**src/rtl/serializer_scheduler.sv**
```systemverilog
// Round-robin scheduler sharing one serializer_in datapath between NUM_REQ requesters,
// with an inter-frame gap and EOT watchdog. Define IDLE_FILL_EN to send comma frames while idle.
module serializer_scheduler #(
  parameter int NUM_REQ    = 4,
  parameter int WORD_W     = 27,
  parameter int GAP_CYCLES = 2,
  parameter int TIMEOUT    = 1024
) (
  input  logic                      clk_i,
  input  logic                      rst_ni,
  input  logic [NUM_REQ-1:0]        req_valid_i,
  input  logic [NUM_REQ*WORD_W-1:0] req_data_i,
  output logic [NUM_REQ-1:0]        req_ready_o,
  output logic                      ser_start_o,
  output logic [WORD_W-1:0]         ser_data_o,
  input  logic                      ser_eot_i,
  output logic [NUM_REQ-1:0]        grant_o,
  output logic                      busy_o,
  output logic                      err_o
);

  localparam int PTR_W   = (NUM_REQ > 1) ? $clog2(NUM_REQ) : 1;
  localparam int CNT_MAX = (TIMEOUT > GAP_CYCLES) ? TIMEOUT : GAP_CYCLES;
  localparam int CNT_W   = $clog2(CNT_MAX + 1);

  localparam logic [CNT_W-1:0] TIMEOUT_LAST = CNT_W'(TIMEOUT - 1);
  localparam logic [CNT_W-1:0] GAP_LAST     = CNT_W'((GAP_CYCLES > 0) ? GAP_CYCLES - 1 : 0);
  localparam logic [PTR_W-1:0] PTR_LAST     = PTR_W'(NUM_REQ - 1);

`ifdef IDLE_FILL_EN
  localparam logic [WORD_W-1:0] COMMA_WORD = WORD_W'({9'h1BC, 9'h1BC, 9'h1BC});
`endif

  typedef enum logic [1:0] {
    ST_IDLE,
    ST_START,
    ST_WAIT_EOT,
    ST_GAP
  } state_t;

  state_t               state_q, state_d;
  logic [CNT_W-1:0]     cnt_q, cnt_d;
  logic [PTR_W-1:0]     ptr_q, ptr_d;
  logic [NUM_REQ-1:0]   grant_q, grant_d;
  logic [WORD_W-1:0]    data_q, data_d;

  logic                 found;
  logic [PTR_W-1:0]     sel;
  logic [NUM_REQ-1:0]   sel_onehot;

  // Scan offsets from the far end down so the lowest offset from the pointer wins.
  always_comb begin
    found = 1'b0;
    sel   = '0;
    for (int k = NUM_REQ - 1; k >= 0; k--) begin
      if (req_valid_i[(int'(ptr_q) + k) % NUM_REQ]) begin
        found = 1'b1;
        sel   = PTR_W'((int'(ptr_q) + k) % NUM_REQ);
      end
    end
  end

  assign sel_onehot = NUM_REQ'(1) << sel;

  // NOTE: every signal driven here gets a default first, so no path can leave one
  // unassigned and infer a latch.
  always_comb begin
    state_d     = state_q;
    cnt_d       = cnt_q;
    ptr_d       = ptr_q;
    grant_d     = grant_q;
    data_d      = data_q;
    req_ready_o = '0;
    err_o       = 1'b0;

    unique case (state_q)
      ST_IDLE: begin
        if (found) begin
          req_ready_o = sel_onehot;
          grant_d     = sel_onehot;
          data_d      = req_data_i[int'(sel)*WORD_W +: WORD_W];
          ptr_d       = (sel == PTR_LAST) ? '0 : sel + 1'b1;
          state_d     = ST_START;
        end
`ifdef IDLE_FILL_EN
        else begin
          grant_d = '0;
          data_d  = COMMA_WORD;
          state_d = ST_START;
        end
`endif
      end

      ST_START: begin
        cnt_d   = '0;
        state_d = ST_WAIT_EOT;
      end

      ST_WAIT_EOT: begin
        // EOT is checked first so it wins over a coincident watchdog expiry.
        if (ser_eot_i || cnt_q == TIMEOUT_LAST) begin
          err_o   = ~ser_eot_i;
          grant_d = '0;
          cnt_d   = '0;
          state_d = (GAP_CYCLES == 0) ? ST_IDLE : ST_GAP;
        end else begin
          cnt_d = cnt_q + 1'b1;
        end
      end

      ST_GAP: begin
        if (cnt_q == GAP_LAST) begin
          cnt_d   = '0;
          state_d = ST_IDLE;
        end else begin
          cnt_d = cnt_q + 1'b1;
        end
      end

      default: state_d = ST_IDLE;
    endcase

    // Combinational outputs stay quiet while reset is held.
    if (!rst_ni) begin
      req_ready_o = '0;
      err_o       = 1'b0;
    end
  end

  // NOTE: state is registered with non-blocking assignments so every flop samples
  // the pre-edge values; the datapath word is reset too, since ser_data_o has a
  // defined reset value.
  always_ff @(posedge clk_i) begin
    if (!rst_ni) begin
      state_q <= ST_IDLE;
      cnt_q   <= '0;
      ptr_q   <= '0;
      grant_q <= '0;
      data_q  <= '0;
    end else begin
      state_q <= state_d;
      cnt_q   <= cnt_d;
      ptr_q   <= ptr_d;
      grant_q <= grant_d;
      data_q  <= data_d;
    end
  end

  assign ser_start_o = (state_q == ST_START);
  assign busy_o      = (state_q != ST_IDLE);
  assign grant_o     = grant_q;
  assign ser_data_o  = data_q;

endmodule
```
**config.mk**
```make
export PLATFORM = sky130hd
export DESIGN_NAME = serializer_scheduler
export DESIGN_NICKNAME = d
export VERILOG_FILES = /design/src/rtl/serializer_scheduler.sv
export SDC_FILE = /design/constraint.sdc
export NUM_CORES = 1
export LEC_CHECK = 0
export ABC_AREA = 0
export CORE_MARGIN = 3
export CORE_UTILIZATION = 44
export DETAILED_ROUTE_END_ITERATION = 8
export GPL_TIMING_DRIVEN = 0
export PLACE_DENSITY = 0.87
export SYNTH_ARGS = -nofsm -noshare
export SYNTH_HDL_FRONTEND = slang
export SYNTH_SLANG_ARGS = --single-unit
export TNS_END_PERCENT = 20
```
**constraint.sdc**
```tcl
create_clock -name clk_i -period 6.3 [get_ports clk_i]
set_clock_uncertainty 0.1 [all_clocks]
set_input_delay 1.26 -clock clk_i [delete_from_list [all_inputs] [get_ports clk_i]]
set_output_delay 1.26 -clock clk_i [all_outputs]
set_load 0.01 [all_outputs]
```
# Yosys cells after proc, flatten, opt, wreduce, memory -nomap -nowiden
# Index checks and enable logic that the tools add are counted.
# word_totals
regBits	46
# classes
addsub	5
mul	1
magnitude_cmp	4
n_eq_ne	9
shifts	2
muxes	36
n_bitwise	4
reduce_logical	11
# op_table
cell	n
$shiftx A108 B8 Y27	1
$pmux W11 S3	1
$mux W11	2
$mux W4	5
$mux W2	8
$mux W1	14
$lt A3 B4 Y1 const B	3
$add A11 B1 Y11 const B	1
$eq A11 B1 Y1 const B	1
$eq A11 B10 Y1 const B	1
$bmux W1 S2	4
$pmux W2 S4	1
$pmux W4 S2	1
$mul A2 B5 Y7 const B	1
$eq A2 B2 Y1 const B	3
$ne A2 B2 Y1 const B	3
$reduce_and A3 Y1	2
$reduce_or A2 Y1	3
$add A2 B1 Y2 const B	2
$add A2 B2 Y2 const B	2
$reduce_bool A2 Y1	2
$shl A1 B2 Y4 const A	1
$and A1 B1 Y1 const A	3
$lt A2 B3 Y1 const B	1
other kinds (6)	6

# Depth between registers and ports, before layout
# depth
ltp_word	14
mapped_depth	8
mapped_depth_nobuf	7

# Least setup slack after synthesis
# No wires, ideal clock.
# synth_path
path_kind	input port to output port
start	input port req_valid_i[0]
end	output port req_ready_o[3]
arrival_time_ns	2.519
required_time_ns	4.940
path_slack_ns	2.421
stages	8
n_path_buf	1
path_cell_list	nor2b_1 > o21bai_1 > nand2_1 > clkinv_1 > buf_4 > ha_1 > nand2_1 > inv_1
# synth_between
elab_chain_len	11
word_cells_on_any_way	23
classes_between	shift (1); mux (22)
# synth_lines
element	line_no	source
start, declared	11	input logic [NUM_REQ-1:0] req_valid_i,
$bmux W1 S2	56	if (req_valid_i[(int'(ptr_q) + k) % NUM_REQ]) begin
$mux W1 (implied by the code) (2 in series)	56	
$mux W2 (4 in series)	56	
$shl A1 B2 Y4	63	assign sel_onehot = NUM_REQ'(1) << sel;
$mux W4 (*)	78	if (found) begin
$mux W4 (*)	76	unique case (state_q)
$mux W4 (*)	124	if (!rst_ni) begin
end, declared	13	output logic [NUM_REQ-1:0] req_ready_o,
# Every way passes the cells marked *; elsewhere a longest branch is shown, timed or not. The select of a mux whose other input is x is not followed.

# Worst setup path in the final report
# Ends and elaborated chain as after synthesis.

==> metrics.txt <==
status complete, no violations; post-route ant nets 0; Synth async-reset ratio 0%; pins over their slew limit 0; Max Buffers Root-to-Sink 2; Crit. End Element output pin; postcts setup bufs 0; fill cell count approximately 500; total wire length between 10 and 15 mm; CP required a little under 5000 ps; Comb pwr share 55.1%; layout cells sized above 1 roughly a tenth; Sw Share between 30 and 40%; CTS Buf Count 5; H-tree Lvls 2; Distinct cells, synth 49; Clock power frac 14.9%; crit path max fanout 10; Slew Limit Headroom a little over two fifths; fin nets 649; area leader, netlist dfxtp_1; CP startpoint req_valid_i[0]; # IOs roughly 150; Avg Cell Area, Syn ~8.3 µm²; worst slew pin tran 866 ps; die area a little under 8000 µm²; # diodes 0; initial antenna violation count 0; dpl cells roughly 600; die height 89.2 µm; worst r2r src state_q[0]; core area between 6000 and 7000 µm²; Hold Startpoint ser_data_o[24]; period utilization between 80% and 90%; Yosys Warn Count 0; hpwl dp around 8 mm; crit path cell chain clkdlybuf4s50_1, nor2b_1, o21bai_1, nand2_1, clkinv_1, buf_4, ha_1, nand2_1, inv_1, clkdlybuf4s50_1; Crit path largest cell delay roughly 680 ps; cells after synthesis about 370; top_reg_cell synth dfxtp_1; Max Cap Viol 0; CTS Hold Bufs 0; routed len/inst approximately 17 µm; TNS Setup 0 ps; Peak VDD IR about 0.00020 V; Arrival @ worst endpoint around 4000 ps; top-area cell type share of the netlist area between 30% and 40%; CP bufs+invs 5; routed via count roughly 3,400; via/cell ratio ~5.7; root cell of the clock tree clkbuf_8; drt first pass iters 4; row count 29; PortBufs ~150; post-CTS sizing 0; EDFF count, synth 0; Power Density between 300 and 400 nW/µm²; Initial Util between 40% and 50%; RSZ-0062 raised after global routing false; Clock Sinks 46; Sequential Power Share ~30%; Worst-path clk slew ~90 ps; first-iteration detailed-routing DRC count approximately 210; All-Layer GR Usage roughly a quarter; DRC violations left 0; CTS tree built; Total Power roughly 0.0015 W; Seq/Total Area, Yosys between 30% and 40%; min cycle time layout ~5400 ps; Synth area leaders dfxtp_1, mux2i_1, a21bo_2, nand3_1, o211ai_1; die width 89.2 µm; P_sw 0.000574 W; LEAKAGE approximately 1.7 nW; CP delay by family, top buffers and inverters; Synthesized Nets 491; clk_lat worst skew approximately 300 ps; number of global-route vias before repair 3,284; Internal Pwr Total around 0.00095 W; design area roughly 4800 µm²; non-filler cells, final ~600; hold crit path type flop to flop; Placed Area roughly 4700 µm²; grt total ovfl 0; critical path class input port to output pin; Slowest-stage cell, CP o21bai_1; synthesized flop and latch total 46; Synth-to-Final Area Change 56.5%; Setup crit start kind input port; setup violators final 0; Mapped Area 3050 µm²; first-pass GRT wire length around 16 mm; Hold Vio Cnt, Final 0; gp weighted congestion between 0.8 and 0.9; largest net degree at the start of global routing 14; Max Fclk 184 MHz
-- registers in the layout, indices dropped and copies added (netlist names) --
| signal | count |
|---|---|
| cnt_q | 11 |
| ser_data_o | 27 |
| grant_o | 4 |
| state_q | 2 |
| ptr_q | 2 |
-- worst paths after layout --
| check | endpoint | slack [ps] | cells past startpoint |
|---|---|---|---|
| worst min register to register | ser_data_o[24] | 390 | 2 |
| worst max register to register | ser_data_o[19] | 3630 | 8 |
| worst min-delay path | ser_data_o[24] | 390 | 2 |
| worst max-delay path | req_ready_o[3] | 870 | 10 |
-- cell type report --
class	count	area, µm²	area share [%]
Timing Repair Buffer	151	1510	31.7
Multi-Input combinational cell	284	1960	41.2
Sequential cell	46	921	19.3
Clock inverter	1	30.0	0.630
Buffer	25	115	2.41
Clock buffer	6	82.6	1.73
Inverter	13	48.8	1.02
Tap cell	77	96.3	2.02
-- power by group through the flow --
stage	Clock (W)	Combinational (W)	Sequential, W
6_report	0.000227	0.000841	0.000459
5_1_grt	0.000241	0.000907	0.000472
4_1_cts	0.000230	0.000843	0.000457
3_5_place_dp	0	0.000838	0.000463
3_3_place_gp	0	0.000818	0.000457
2_1_floorplan	0	0.000397	0.000502
-- layer usage --
layer	GRT usage (%)	part of all wire, %	vias up	wire [µm]
met4	8.39	3.3	0	347
met5	0	0	-	0
met3	4.61	7.0	23	731
li1	-	-	1661	-
met1	31.1	41	1621	4250
met2	43.2	49	139	5090
-- logic make-up after synthesis --
family	Yosys count	synth area share, %
AOI/OAI and AO/OA	119	29.8
adders and majority gates	8	3.29
buffers and inverters	38	5.38
DFF	46	30.2
muxes	30	9.86
and+or+nand+nor	127	21.4
-- worst reg2reg max path, delay by kind of cell, from the launching register on --
| family | cells | cell delay [ps] |
|---|---|---|
| fa+ha+maj | 1 | 310 |
| buf+inv | 2 | 490 |
| compound gates | 3 | 680 |
| simple gates | 2 | 680 |
| flops | 1 | 330 |
-- synthesized netlist by cell type, drive strengths merged (2+ instances only) --
| cell type | number |
|---|---|
| o41ai | 3 |
| nor2 | 14 |
| nand2 | 40 |
| o21ai | 37 |
| nor4 | 2 |
| mux2i | 30 |
| o211ai | 29 |
| nor2b | 6 |
| a31oi | 5 |
| ha | 8 |
| nor3 | 3 |
| nand3 | 42 |
| nand2b | 6 |
| a21oi | 4 |
| and2 | 5 |
| nand4 | 3 |
| o211a | 3 |
| a21boi | 2 |
| buf | 6 |
| dfxtp | 46 |
| o21a | 2 |
| clkbuf | 19 |
| inv | 12 |
| and3 | 2 |
| a21bo | 27 |
-- per-stage QoR --
step	hold WS, ps	utilization, %	worst slack [ps]
floorplan	371	-	2420
global placement	362	71.3	962
detailed placement	363	71.3	895
CTS	387	73.0	892
global route	407	73.0	645
finish	390	73.0	872
-- cells in the final DEF, fill, tap and decap left out, types with 12 or more instances in the layout --
master,synthesis,routed
clkdlybuf4s50_1,0,151
dfxtp_1,46,46
nand3_1,42,42
nand2_1,40,40
o21ai_0,34,34
mux2i_1,30,30
o211ai_1,28,28
a21bo_2,27,27
clkbuf_1,18,18
nor2_1,14,14
inv_1,12,12
Note: power is estimated with default switching activity, not from simulation.
